==> src/rtl/memory_ctrl_v2.sv <==
// memory_ctrl_v2
//   Sequential segment controller between the load/store unit and the
//   segment memories. Takes one single-beat read/write request at a time over
//   a valid/ready handshake, decodes the word address into one of NUM_SEG
//   segments (segment 0 at the top of the address space), drives one-hot mux
//   selects plus the segment write strobe, waits READ_LAT cycles for reads,
//   and returns a one-cycle response with a bus-error flag.
//
// Ports
//   clk, rst            clock (rising edge), asynchronous active-low reset
//   req_valid/req_ready request handshake
//   req_wr              1 = write, 0 = read
//   req_addr            word address
//   req_wdata           write data
//   resp_valid          one-cycle response pulse
//   resp_rdata          read data (0 for writes and errors)
//   resp_err            unmapped address or protected write
//   sel_mux_data_in     one-hot write-path select (WRITE state only)
//   sel_mux_data_out    one-hot read-path select (READ state only)
//   seg_we              segment write strobe
//   seg_addr            offset within the segment
//   seg_wdata           registered write data
//   seg_rdata           flattened read data, segment k at [k*DATA_W +: DATA_W]
module memory_ctrl_v2 #(
  parameter int                     DATA_W   = 32,
  parameter int                     ADDR_W   = 10,
  parameter int                     NUM_SEG  = 5,
  parameter int                     SEG_LOG2 = 7,
  parameter int                     READ_LAT = 2,
  parameter logic [NUM_SEG-1:0]     WP_MASK  = 5'b00001
) (
  input  logic                      clk,
  input  logic                      rst,
  input  logic                      req_valid,
  output logic                      req_ready,
  input  logic                      req_wr,
  input  logic [ADDR_W-1:0]         req_addr,
  input  logic [DATA_W-1:0]         req_wdata,
  output logic                      resp_valid,
  output logic [DATA_W-1:0]         resp_rdata,
  output logic                      resp_err,
  output logic [NUM_SEG-1:0]        sel_mux_data_in,
  output logic [NUM_SEG-1:0]        sel_mux_data_out,
  output logic                      seg_we,
  output logic [SEG_LOG2-1:0]       seg_addr,
  output logic [DATA_W-1:0]         seg_wdata,
  input  logic [NUM_SEG*DATA_W-1:0] seg_rdata
);

  localparam int SEG_W = (NUM_SEG > 1) ? $clog2(NUM_SEG) : 1;
  localparam int CNT_W = (READ_LAT > 1) ? $clog2(READ_LAT) : 1;
  localparam int TOP_W = ADDR_W - SEG_LOG2;

  typedef enum logic [1:0] {S_IDLE, S_WRITE, S_READ, S_RESP} state_t;

  state_t             state;
  logic [CNT_W-1:0]   cnt;
  logic [SEG_W-1:0]   seg_q;

  // Segments are counted downward from the top of the address space, so the
  // segment index is the upper address bits measured from the top:
  // (2**ADDR_W-1 - addr) >> SEG_LOG2 == ~addr[ADDR_W-1:SEG_LOG2].
  logic [TOP_W-1:0]   top_idx;
  logic               dec_mapped;
  logic [SEG_W-1:0]   dec_seg;
  logic [NUM_SEG-1:0] dec_oh;
  logic               dec_err;

  assign top_idx    = ~req_addr[ADDR_W-1:SEG_LOG2];
  assign dec_mapped = (32'(top_idx) < 32'(NUM_SEG));
  assign dec_seg    = SEG_W'(top_idx);
  assign dec_oh     = NUM_SEG'(1) << dec_seg;
  assign dec_err    = !dec_mapped || (req_wr && WP_MASK[dec_seg]);

  always_ff @(posedge clk or negedge rst) begin
    if (!rst) begin
      state            <= S_IDLE;
      cnt              <= '0;
      seg_q            <= '0;
      req_ready        <= 1'b1;
      resp_valid       <= 1'b0;
      resp_rdata       <= '0;
      resp_err         <= 1'b0;
      sel_mux_data_in  <= '0;
      sel_mux_data_out <= '0;
      seg_we           <= 1'b0;
      seg_addr         <= '0;
      seg_wdata        <= '0;
    end else begin
      case (state)
        // IDLE: accept, latch and decode
        S_IDLE: begin
          if (req_valid) begin
            req_ready <= 1'b0;
            seg_q     <= dec_seg;
            seg_addr  <= req_addr[SEG_LOG2-1:0];
            seg_wdata <= req_wdata;
            if (dec_err) begin
              // Error path never touches the segment selects or strobe.
              state      <= S_RESP;
              resp_valid <= 1'b1;
              resp_err   <= 1'b1;
              resp_rdata <= '0;
            end else if (req_wr) begin
              state           <= S_WRITE;
              seg_we          <= 1'b1;
              sel_mux_data_in <= dec_oh;
            end else begin
              state            <= S_READ;
              sel_mux_data_out <= dec_oh;
              cnt              <= CNT_W'(READ_LAT - 1);
            end
          end
        end
        // WRITE: single strobe cycle
        S_WRITE: begin
          state           <= S_RESP;
          seg_we          <= 1'b0;
          sel_mux_data_in <= '0;
          resp_valid      <= 1'b1;
          resp_err        <= 1'b0;
          resp_rdata      <= '0;
        end
        // READ: hold the select for READ_LAT cycles, capture on the last one
        S_READ: begin
          if (cnt == '0) begin
            state            <= S_RESP;
            sel_mux_data_out <= '0;
            resp_valid       <= 1'b1;
            resp_err         <= 1'b0;
            resp_rdata       <= seg_rdata[seg_q*DATA_W +: DATA_W];
          end else begin
            cnt <= cnt - 1'b1;
          end
        end
        // RESP: one-cycle response, then ready again
        S_RESP: begin
          state      <= S_IDLE;
          resp_valid <= 1'b0;
          resp_err   <= 1'b0;
          resp_rdata <= '0;
          req_ready  <= 1'b1;
        end
        default: begin
          state     <= S_IDLE;
          req_ready <= 1'b1;
        end
      endcase
    end
  end

endmodule

==> config.mk <==
export PLATFORM = sky130hd
export DESIGN_NAME = memory_ctrl_v2
export DESIGN_NICKNAME = d
export VERILOG_FILES = /design/src/rtl/memory_ctrl_v2.sv
export SDC_FILE = /design/constraint.sdc
export NUM_CORES = 1
export LEC_CHECK = 0
export CAP_MARGIN = 10
export CELL_PAD_IN_SITES_DETAIL_PLACEMENT = 0
export CELL_PAD_IN_SITES_GLOBAL_PLACEMENT = 1
export CORE_AREA = 3 3 142 144
export CTS_BUF_LIST = sky130_fd_sc_hd__clkbuf_4 sky130_fd_sc_hd__clkbuf_8
export CTS_CLUSTER_SIZE = 28
export DETAILED_ROUTE_END_ITERATION = 12
export DIE_AREA = 0 0 145 147
export GPL_TIMING_DRIVEN = 0
export PLACE_DENSITY = 0.74
export SYNTH_ARGS = -nofsm -noshare
export SYNTH_HDL_FRONTEND = slang
export SYNTH_SLANG_ARGS = --single-unit
export TNS_END_PERCENT = 30
==> constraint.sdc <==
create_clock -name clk -period 2 [get_ports clk]
set_clock_uncertainty 0.2 [all_clocks]
set_input_delay 0.5 -clock clk [delete_from_list [all_inputs] [get_ports clk]]
set_output_delay 0.5 -clock clk [all_outputs]
set_load 0.02 [all_outputs]
# Word level (Yosys, flattened, before mapping)
# Memories as Yosys holds them, arrays and structs flattened.
# Index checks and enable logic that the tools add are counted.
# classes
shift	2
muxes	36
bitwise_logic	1
magnitude_cmp	2
add_sub_neg	1
eq_ne	9
reduce_logical	15
# ops
op	count
160-bit by 9-bit indexed part select with 32-bit output	1
32-bit 2-to-1 mux	3
32-bit one-hot mux with 3 select lines	1
5-bit 2-to-1 mux	7
5-bit one-hot mux with 2 select lines	2
1-bit 2-to-1 mux	13
2-bit != test (second input constant)	6
2-bit 2-to-1 mux	4
2-bit one-hot mux with 4 select lines	1
4-bit AND reduction	2
1-bit one-hot mux with 2 select lines	3
2-bit AND reduction	3
2-bit nonzero test	3
5-bit AND reduction	1
1-bit by 3-bit << shifter with 5-bit output (first input constant)	1
2-bit equality test (second input constant)	2
3-bit by 4-bit < comparator with 1-bit output (second input constant)	1
1-bit one-hot mux with 4 select lines	1
3-bit < comparator (second input constant)	1
3-bit NOT	1
1-bit one-hot mux with 3 select lines	1
3-bit AND reduction	1
2-bit by 1-bit equality test with 1-bit output (second input constant)	1
2-bit logical NOT	1
5 further kinds	5
# totals
output_inout_bits	85
mem_bits_ro	8
ff_bits	91
n_memories	1
word_cells	79
# memory_table
name	depth	width	read_ports	rd_ports_with_merged_regs	wr	line_no	source
(no name shown)	8	1	1	0	0	73	assign dec_err = !dec_mapped || (req_wr && WP_MASK[dec_seg]);

# Logic depth before layout (Yosys ltp)
# Gate-level depths: netlist (run 1).
# logic_depth
ltp_word	8
mapped_depth	8
mapped_depth_nobuf	6

# Least setup slack after synthesis (run 1)
# No wires, ideal clock.
# synth_timing
path_type	reg-to-reg
start	reg state[0]
end	reg seg_wdata[12]
setup_ns	0.125
arrival_time_ns	1.607
stages_incl_launch_ff	7
setup_slack_ns	0.069
t_required_ns	1.675
n_path_buf	2
synth_period_minus_slack_ns	1.931
path_cell_list	dfrtp_1 > inv_1 > ha_1 > nand2_1 > buf_2 > clkbuf_1 > mux2_2
# synth_between
elab_chain_len	2
# synth_lines
item	line_no	source
from (decl)	56	state_t state;
from (signal assigned)	77	state <= S_IDLE;
from (signal assigned)	100	state <= S_RESP;
from (signal assigned)	105	state <= S_WRITE;
2-bit logical NOT	90	case (state)
2-bit AND reduction (no line)	--	
to (signal assigned)	97	seg_wdata <= req_wdata;
to (decl)	46	output logic [DATA_W-1:0] seg_wdata,
# Every way passes these cells.
# A chain may end at the register's enable or synchronous reset.

# Worst setup path in the final report (run 1)
# layout_timing
start	in req_addr[8]
end	reg sel_mux_data_in[1]
# layout_between
elab_chain_len	7
elab_cells_between_ends	14
# layout_lines
item	line_no	source
from (decl)	37	input logic [ADDR_W-1:0] req_addr,
3-bit NOT (*)	69	assign top_idx = ~req_addr[ADDR_W-1:SEG_LOG2];
memory read 8 x 1 bit	--	
1-bit 2-to-1 mux (implied by the code)	73	
1-bit logical AND	73	
1-bit logical OR	73	
2-bit != test (no line)	--	
4-bit AND reduction (no line)	--	
to (signal assigned)	107	sel_mux_data_in <= dec_oh;
to (decl)	42	output logic [NUM_SEG-1:0] sel_mux_data_in,
# Mark *: on every way between the ends. The rest lies on a longest branch, timed or not. The select of a mux whose other input is x is not followed.

==> impl_metrics.csv, run 1 <==
group,metric,value,unit
timing,fin_ws,0.07168,ns
timing,relSlewSlack,66.25,%
pwr,p_sw,4698,uW
pwr,power.share.clock,12.1,%
global_route,grt_pass1_wl,28670,um
yosys,yosysTopAreaCell,"dfrtp_1",
clock_tree,clock_path_buffers,2,
route,viasPerCell,4.662,
timing,fin_tns_setup,0,ns
global_route,grt_max_degree,71,
layout,fin_util,43.85,%
layout,fin_cells,977,
setup_path,cp.arrival,2.03,ns
pwr,pwr-share-comb,58.9,%
place,io_buffers,290,
route,routedWlPerCell,18.84,um
clock_tree,path_clk_slew,0.09,ns
yosys,yosysWarningCount,0,
yosys,yosysUniqueCellTypes,41,
timing,setup_viol,0,
yosys,synth_common_cells,"dfrtp_1 (90), mux2_2 (54), mux2i_1 (51), o2bb2ai_1 (34)",
place,gp_congestion,0.8329,
timing,timing.fmax,0.5186,GHz
yosys,synth_xor_area_share,0,%
yosys,muxShareOfSynthArea,23.76,%
route,drt-total-wl,18410,um
global_route,antenna_found_initial,2,
clock_tree,cts_tree,"yes",
yosys,ys_ff_latch,91,
yosys,synth_top_area_share,47.83,%
floorplanning,die_h,147,um
pwr,p_per_area,1312,nW/um^2
layout,drive_gt1_share,17.48,%
global_route,track_usage,16.82,%
clock_tree,clock_latency,0.36,ns
run,drv_cap,0,
setup_path,cp-end-kind,"flop",
clock_tree,cts_inserted_buffers,9,
min_path,hold_path.class,"reg -> reg",
yosys,yosysMostFrequentCell,"dfrtp_1",
yosys,synth_edf_count,0,
timing,rsz0062_at_grt,"no",
pwr,p_leak,0.003644,uW
yosys,avgSynthCellArea,11.71,sq um
global_route,grt-ovfl-total,0,
yosys,synth_ff_type,"dfrtp_1",
setup_path,cp.required,2.10,ns
global_route,grt_pass1_vias,4928,
floorplanning,num_rows,50,
outcome,status,"complete, no violations",
place,place_inst,953,
floorplanning,die_w,145,um
pwr,internal_power,6137,uW
clock_tree,clkSinkCount,91,
layout,nets,920,
timing,whs,0.2873,ns
yosys,synth_seq_area_share,48.39,%
yosys,syn_area,4708,sq um
floorplanning,start_util,25.00,%
yosys,synth_top_family_by_area,"multiplexers",
floorplanning,die_area,21320,sq um
timing,finalHoldViolCount,0,
setup_path,critPathLaunchType,"input pin",
floorplanning,io_pins,291,
place,dp_slack,-0.8256,ns
route,route.detailed.drc,0,
timing,tightestPinTransition,0.5062,ns
yosys,async_flop_share,100.0,%
route,antenna_left,0,
yosys,synth_compound_area_share,17.86,%
yosys,synth_nets,612,
timing,period_share,96.42,%
layout,area_growth,75.39,%
route,drt_first_pass_iters,4,
route,drtIter0Drc,120,
pwr,pwr-share-seq,29.1,%
clock_tree,htree_levels,3,
yosys,synth_cells,402,
clock_tree,cts_root_buf,"clkbuf_8",
route,vias,4555,
timing,slew_violations,0,
setup_path,critPathMaxFanout,10,
floorplanning,coreArea,18830,sq um
yosys,yosys.area_share.simple,5.182,%
setup_path,crit_type,"in -> reg",
yosys,ys_top_cells_by_area,"dfrtp_1 (48%), mux2_2 (13%), mux2i_1 (11%), o2bb2ai_1 (6.3%), o22ai_1 (2.7%)",
yosys,synth_adder_area_share,1.063,%
pwr,ir_drop,0.0006831,V
place,dp_hpwl,14610,um
timing,min_period,1.928,ns
pwr,sw_frac_of_total,43.36,%
-- repair_timing --
item / in CTS / in global routing
hold endpoints to repair: 21 / 0
endpoints found under the setup margin: 162 / 42
gates cloned: 0 / 0
setup buffers: 5 / 2
hold buffers: 1 / 0
gates resized for setup: 126 / 21
pin swaps: 3 / 3
-- worst max-delay path, cell delays in order --
cell and delay (ns):
dlygate4sd2_1 0.40, and3b_2 0.26, o2111ai_2 0.15, buf_6 0.17, or4_1 0.47, nand2_1 0.08
-- power groups by stage --
stage / Combinational, uW / Clock (uW) / Sequential, uW
after CTS: 6380 / 1380 / 3160
after detailed placement: 6680 / 0 / 3210
after floorplan: 2730 / 0 / 4110
final: 6380 / 1310 / 3150
after global routing: 6870 / 1460 / 3260
after global placement: 6620 / 0 / 3180
-- worst paths after layout --
kind / startpoint / to / slack, ns / depth (start not counted)
worst max-delay path: req_addr[8] / sel_mux_data_in[1] / 0.07 / 6
worst min-delay path: resp_rdata[25] / resp_rdata[25] / 0.29 / 1
worst max register to register: state[1] / resp_rdata[28] / 0.14 / 7
worst min register to register: resp_rdata[25] / resp_rdata[25] / 0.29 / 1
max in group asynchronous: rst / req_ready / 0.54 / 3
min in group asynchronous: rst / resp_rdata[0] / 0.37 / 2
-- per-stage QoR --
stage               total power, uW  area (sq um)
floorplan                      6835          4708
global placement               9795          7936
detailed placement             9898          7961
CTS                           10920          8202
global route                  11590          8258
finish                        10840          8258
-- sequential cells by signal, summed over array words and instances (netlist names) --
register / cells
seg_q: 3
resp_valid: 1
seg_we: 1
cnt: 1
req_ready: 1
seg_addr: 7
resp_rdata: 32
state: 2
seg_wdata: 32
resp_err: 1
sel_mux_data_out: 5
sel_mux_data_in: 5
-- area by class of cell --
class / instances / area, sq um
diodes: 2 / 5.005
plain buffers: 31 / 226.5
inverters: 7 / 26.28
flip-flops and latches: 91 / 2278
clock buffers: 10 / 131.4
repair buffers: 299 / 2884
multi-input cells: 271 / 2310
clock inverters: 6 / 71.32
well taps: 260 / 325.3
fillers: 1829 / 10570
-- kinds of logic (layout without fill, tap and decap cells) --
kind of cell | count (synthesis) | count (layout)
buffers and inverters | 40 | 353
and+or+nand+nor | 50 | 50
adders and majority gates | 4 | 4
AOI/OAI and AO/OA | 112 | 112
muxes | 105 | 105
DFF | 91 | 91
other | 0 | 2
-- routing by layer --
metal	up-vias	track usage, %	wire length [um]
met3	17	6.292	1494
li1	2161	-	-
met2	209	28.45	8989
met4	0	4.656	270
met5	-	0	0
met1	2168	20.21	7655
-- cell usage in the layout, fill, tap and decap left out, drive strengths merged, types with 2 or more instances in the layout --
| master | synthesis | layout |
|---|---|---|
| clkdlybuf4s50 | 0 | 200 |
| dfrtp | 90 | 90 |
| dlygate4sd2 | 0 | 87 |
| mux2 | 54 | 54 |
| mux2i | 51 | 51 |
| o2bb2ai | 34 | 34 |
| buf | 18 | 26 |
| clkbuf | 15 | 24 |
| o22ai | 20 | 20 |
| nor2 | 20 | 20 |
| a31oi | 19 | 19 |
| a221oi | 14 | 14 |
| nand2 | 11 | 11 |
| inv | 7 | 9 |
| o21ai | 7 | 7 |
| a21oi | 5 | 5 |
| o211ai | 4 | 4 |
| and2 | 4 | 4 |
| ha | 4 | 4 |
| nand2b | 3 | 3 |
| diode | 0 | 2 |
| a22o | 2 | 2 |
| nor2b | 2 | 2 |
| clkinvlp | 0 | 2 |
| nand3 | 2 | 2 |
Power figures use the tool's default switching activity.
==> inputs of run 2 (changes only) <==
CORE_AREA = 3 3 134 136   (was 3 3 142 144)
DIE_AREA = 0 0 137 139   (was 0 0 145 147)
PLACE_DENSITY = 0.79   (was 0.74)
clock period = 2.2 ns   (was 2 ns; I/O delays follow)
==> run 2 against run 1 <==
Compared with the run above: routed wire length shrank 3.7%; combinational power shrank 4.1%; worst hold slack gained 0.0048 ns; largest cell class unchanged; sequential share of layout area is essentially flat.
==> impl_metrics.csv, run 2 (synthesized netlist as in run 1, its figures left out) <==
group,metric,value,unit
setup_path,crit_family,"buffers and inverters",
timing,finalHoldViolCount,0,
layout,area_growth,75.15,%
clock_tree,clock_latency,0.37,ns
route,drt-total-wl,17720,um
timing,slew_violations,0,
floorplanning,num_rows,48,
pwr,p_per_area,1252,nW/um^2
global_route,grt_max_degree,51,
setup_path,critPathLaunchType,"flop",
route,vias,4596,
timing,min_period,2.136,ns
floorplanning,die_w,137,um
route,routedWlPerCell,18.91,um
setup_path,worstPathBufferInverterCount,1,
layout,nFillCells,1559,
pwr,ir_drop,0.0007738,V
global_route,antenna_found_initial,0,
pwr,total_power,10320,uW
timing,setup_viol,0,
route,antenna_left,0,
pwr,pwr-share-comb,59.3,%
floorplanning,die_h,139,um
pwr,pwr-share-seq,27.8,%
place,gp_congestion,0.8219,
setup_path,crit_chain,"clkdlybuf4s50_1",
clock_tree,cts_root_buf,"clkbuf_8",
setup_path,cp-end-kind,"primary output",
global_route,grt_pass1_vias,4870,
clock_tree,clock_path_buffers,2,
route,drt_first_pass_iters,4,
timing,rsz0062_at_grt,"no",
clock_tree,htree_levels,3,
setup_path,cp.arrival,1.39,ns
setup_path,cpMaxStageDelayCell,"clkdlybuf4s50_1",
floorplanning,io_pins,291,
setup_path,slowest_delay,0.63,ns
setup_path,cp.required,1.45,ns
layout,fin_cells,937,
pwr,p_sw,4239,uW
place,place_inst,918,
setup_path,crit_type,"reg -> out",
timing,period_share,97.07,%
timing,fin_ws,0.06440,ns
layout,nets,917,
clock_tree,cts_tree,"yes",
place,dp_slack,-0.6785,ns
timing,timing.fmax,0.4683,GHz
layout,final_common_cell,"clkdlybuf4s50_1",
pwr,sw_frac_of_total,41.07,%
pwr,internal_power,6083,uW
clock_tree,cts_inserted_buffers,9,
layout,layout_common_cells,"clkdlybuf4s50_1 (281), dfrtp_1 (90), mux2_2 (54), mux2i_1 (51), o2bb2ai_1 (34)",
timing,relSlewSlack,56.42,%
layout,drive_gt1_share,14.61,%
route,route.detailed.drc,0,
clock_tree,clkSinkCount,91,
route,viasPerCell,4.905,
global_route,grt-ovfl-total,0,
setup_path,critPathMaxFanout,3,
route,route.met2.wl,8421,um
floorplanning,die_area,19040,sq um
route,topRoutingLayerUsed,"met4",
place,dp_hpwl,14210,um
route,drtIter0Drc,112,
run,drv_cap,0,
layout,reg_top3,"resp_rdata x32, seg_wdata x32, seg_addr x7",
pwr,power.share.clock,12.9,%
layout,n_antenna_cell,0,
route,met3_wirelength,2091,um
floorplanning,start_util,27.60,%
timing,tightestPinTransition,0.6536,ns
outcome,status,"complete, no violations",
floorplanning,coreArea,17060,sq um
route,wl_met1,6719,um
min_path,hold_path.class,"reg -> reg",
global_route,track_usage,17.80,%
timing,whs,0.2920,ns
clock_tree,path_clk_slew,0.10,ns
place,io_buffers,290,
global_route,grt_pass1_wl,26500,um
pwr,p_leak,0.003400,uW
run 2: cell types whose count changed in the layout (fill, tap and decap cells not counted), sizes merged:
| cell | delta |
|---|---|
| clkdlybuf4s15 | -1 |
| bufinv | +1 |
| buf | -7 |
| clkdlybuf4s50 | +81 |
| clkinvlp | -2 |
| clkinv | +1 |
| dlymetal6s2s | +3 |
| dlygate4sd2 | -83 |
| diode | -2 |
| clkbuf | +4 |
run 2: worst paths after layout:
kind / slack, ns / cells past startpoint / start / to
setup / recovery: 0.06 / 1 / sel_mux_data_in[2] / sel_mux_data_in[2]
hold / removal: 0.29 / 1 / resp_rdata[14] / resp_rdata[14]
setup reg to reg: 0.14 / 7 / state[1] / resp_rdata[7]
hold reg to reg: 0.29 / 1 / resp_rdata[14] / resp_rdata[14]
max in group asynchronous: 0.65 / 3 / rst / resp_rdata[7]
min in group asynchronous: 0.51 / 2 / rst / seg_addr[4]
run 2: area by class of cell:
cell class | instances | area (sq um) | area share (%)
buffer | 32 | 182.7 | 2.215
inverter | 7 | 26.28 | 0.3186
sequential | 91 | 2278 | 27.63
tap | 225 | 281.5 | 3.414
multi-input combinational | 271 | 2278 | 27.63
timing repair buffer | 295 | 2965 | 35.96
clock buffer | 10 | 137.6 | 1.669
clock inverter | 6 | 96.34 | 1.168
run 2: per-stage QoR:
stage | TNS [ns] | instance area, sq um | utilization, %
global route | 0 | 8247 | 48.35
finish | 0 | 8247 | 48.35
CTS | 0 | 8193 | 48.03
floorplan | 0 | 4708 | -
global placement | -295.50 | 7893 | 46.27
detailed placement | -32.71 | 7918 | 46.42
run 2: repair_timing:
action / 4_1_cts / 5_1_grt
endpoints found under the setup margin: 35 / 71
endpoints found under the hold margin: 40 / 0
hold buffers: 1 / 0
pin swaps: 1 / 0
resized for setup: 13 / 23
setup buffers: 1 / 2
run 2: routing by layer:
| metal | GRT usage, % | vias to the layer above |
|---|---|---|
| met5 | 0 | - |
| met4 | 7.195 | 0 |
| met3 | 7.184 | 29 |
| met2 | 30.29 | 222 |
| met1 | 19.61 | 2201 |
| li1 | - | 2144 |
run 2: power groups by stage:
stage          sequential (uW)  clock [uW]  combinational [uW]
2_1_floorplan             3740           0                2480
3_3_place_gp              2870           0                6020
3_5_place_dp              2910           0                6100
4_1_cts                   2880        1390                6170
5_1_grt                   2980        1460                6610
6_report                  2870        1330                6120
==> inputs of run 3 (changes only) <==
SKIP_LAST_GASP = 1   (was unset)
==> run 3 against run 2 <==
Compared with the run above: power grew 0.75%; worst hold slack is essentially flat; clock power is essentially flat; first-iteration DRC count grew 2.7%; non-clock buffer count is the same; register-to-register slack lost 0.05 ns; largest power group unchanged; via count is essentially flat; global-route usage is the same; design area grew 0.17%; sequential share of layout area is essentially flat.
==> impl_metrics.csv, run 3 (synthesized netlist as in run 1, its figures left out) <==
group,metric,value,unit
global_route,antenna_found_initial,0,
clock_tree,htree_levels,3,
clock_tree,cts_inserted_buffers,9,
timing,fin_ws,0.05137,ns
route,drt_first_pass_iters,4,
timing,relSlewSlack,56.53,%
layout,drive_gt1_share,14.47,%
floorplanning,io_pins,291,
clock_tree,clkSinkCount,91,
timing,tightestPinTransition,0.6520,ns
setup_path,crit_type,"in -> reg",
timing,rsz0062_at_grt,"yes",
route,antenna_left,0,
place,dp_hpwl,14210,um
global_route,grt-ovfl-total,0,
clock_tree,cts_root_buf,"clkbuf_8",
clock_tree,cts_tree,"yes",
run,drv_cap,0,
timing,timing.fmax,0.4654,GHz
floorplanning,die_area,19040,sq um
pwr,p_leak,0.003359,uW
layout,n_antenna_cell,0,
timing,slew_violations,0,
global_route,grt_pass1_wl,26500,um
place,gp_congestion,0.8219,
floorplanning,die_h,139,um
place,io_buffers,290,
pwr,p_per_area,1259,nW/um^2
timing,period_share,97.66,%
setup_path,cp.required,2.30,ns
layout,layout_common_cells,"clkdlybuf4s50_1 (285), dfrtp_1 (90), mux2_2 (54), mux2i_1 (51), o2bb2ai_1 (34)",
floorplanning,coreArea,17060,sq um
global_route,grt_pass1_vias,4870,
route,routedWlPerCell,18.97,um
global_route,track_usage,17.80,%
min_path,hold_path.class,"reg -> reg",
floorplanning,num_rows,48,
setup_path,critPathLaunchType,"input pin",
route,drtIter0Drc,115,
clock_tree,clock_path_buffers,2,
route,drt-total-wl,17780,um
clock_tree,clock_latency,0.37,ns
route,vias,4593,
layout,area_growth,75.45,%
floorplanning,start_util,27.60,%
timing,min_period,2.149,ns
place,dp_slack,-0.6785,ns
route,viasPerCell,4.902,
layout,final_area,8260,sq um
layout,reg_top3,"resp_rdata x32, seg_wdata x32, seg_addr x7",
clock_tree,path_clk_slew,0.09,ns
layout,final_common_cell,"clkdlybuf4s50_1",
setup_path,cp-end-kind,"flop",
route,route.detailed.drc,0,
setup_path,cp.arrival,2.25,ns
setup_path,critPathMaxFanout,10,
pwr,ir_drop,0.0007739,V
timing,finalHoldViolCount,0,
outcome,status,"complete, no violations",
place,placed_cell_area,7918,sq um
layout,nets,917,
global_route,grt_max_degree,51,
floorplanning,die_w,137,um
timing,setup_viol,0,
-- run 3: timing repair --
action | 4_1_cts | 5_1_grt
resized for setup | 10 | 31
pin swaps | 1 | 2
endpoints found under the setup margin | 35 | 75
hold endpoints to repair | 40 | 0
cloned | 0 | 0
setup buffers | 1 | 2
hold buffers | 1 | 0
-- run 3: final timing paths --
check | end | from | slack, ns | cells after the start
min in group asynchronous | seg_wdata[30] | rst | 0.51 | 2
min | resp_rdata[14] | resp_rdata[14] | 0.29 | 1
max in group asynchronous | resp_rdata[7] | rst | 0.65 | 3
max reg2reg | seg_wdata[3] | state[0] | 0.09 | 5
max | resp_valid | req_addr[7] | 0.05 | 7
min reg2reg | resp_rdata[14] | resp_rdata[14] | 0.29 | 1
-- run 3: routing by layer --
| metal | share of wire, % | track usage (%) | vias up | wire length [um] |
|---|---|---|---|---|
| met1 | 38 | 19.61 | 2200 | 6756 |
| met4 | 2.8 | 7.195 | 0 | 490 |
| li1 | - | - | 2140 | - |
| met5 | 0 | 0 | - | 0 |
| met2 | 47 | 30.29 | 224 | 8424 |
| met3 | 12 | 7.184 | 29 | 2107 |
-- run 3: worst max-delay path: stages --
cell and delay [ns]:
clkdlybuf4s50_1 0.53, buf_6 0.16, a21oi_1 0.10, a311o_2 0.44
nand2_4 0.15, buf_4 0.14, mux2i_1 0.17
-- run 3: metrics by stage --
step           cells  utilization [%]  hold slack, ns  power (uW)  setup TNS, ns
3_5_place_dp     918            46.42          0.2733        9008         -32.71
2_1_floorplan    402                -         0.05441        6214              0
5_1_grt          937            48.43          0.3113       11110         -1.083
4_1_cts          935            48.00          0.2992       10440       -0.04733
3_3_place_gp     917            46.27          0.2682        8894        -295.50
6_report         937            48.43          0.2918       10400              0
-- run 3: cell type report --
cell class              count  area, sq um
inverters                   7        26.28
repair buffers            295         2959
flip-flops and latches     91         2278
well taps                 225        281.5
clock inverters             6        96.34
multi-input cells         271         2273
fillers                  1555         8796
plain buffers              32        207.7
clock buffers              10        137.6
-- run 3: where the power goes --
part           internal [uW]  leakage (uW)  switching [uW]
Clock                    687      0.000120             651
Combinational           3010       0.00208            3180
Sequential              2440       0.00116             427
Total                   6140       0.00336            4260
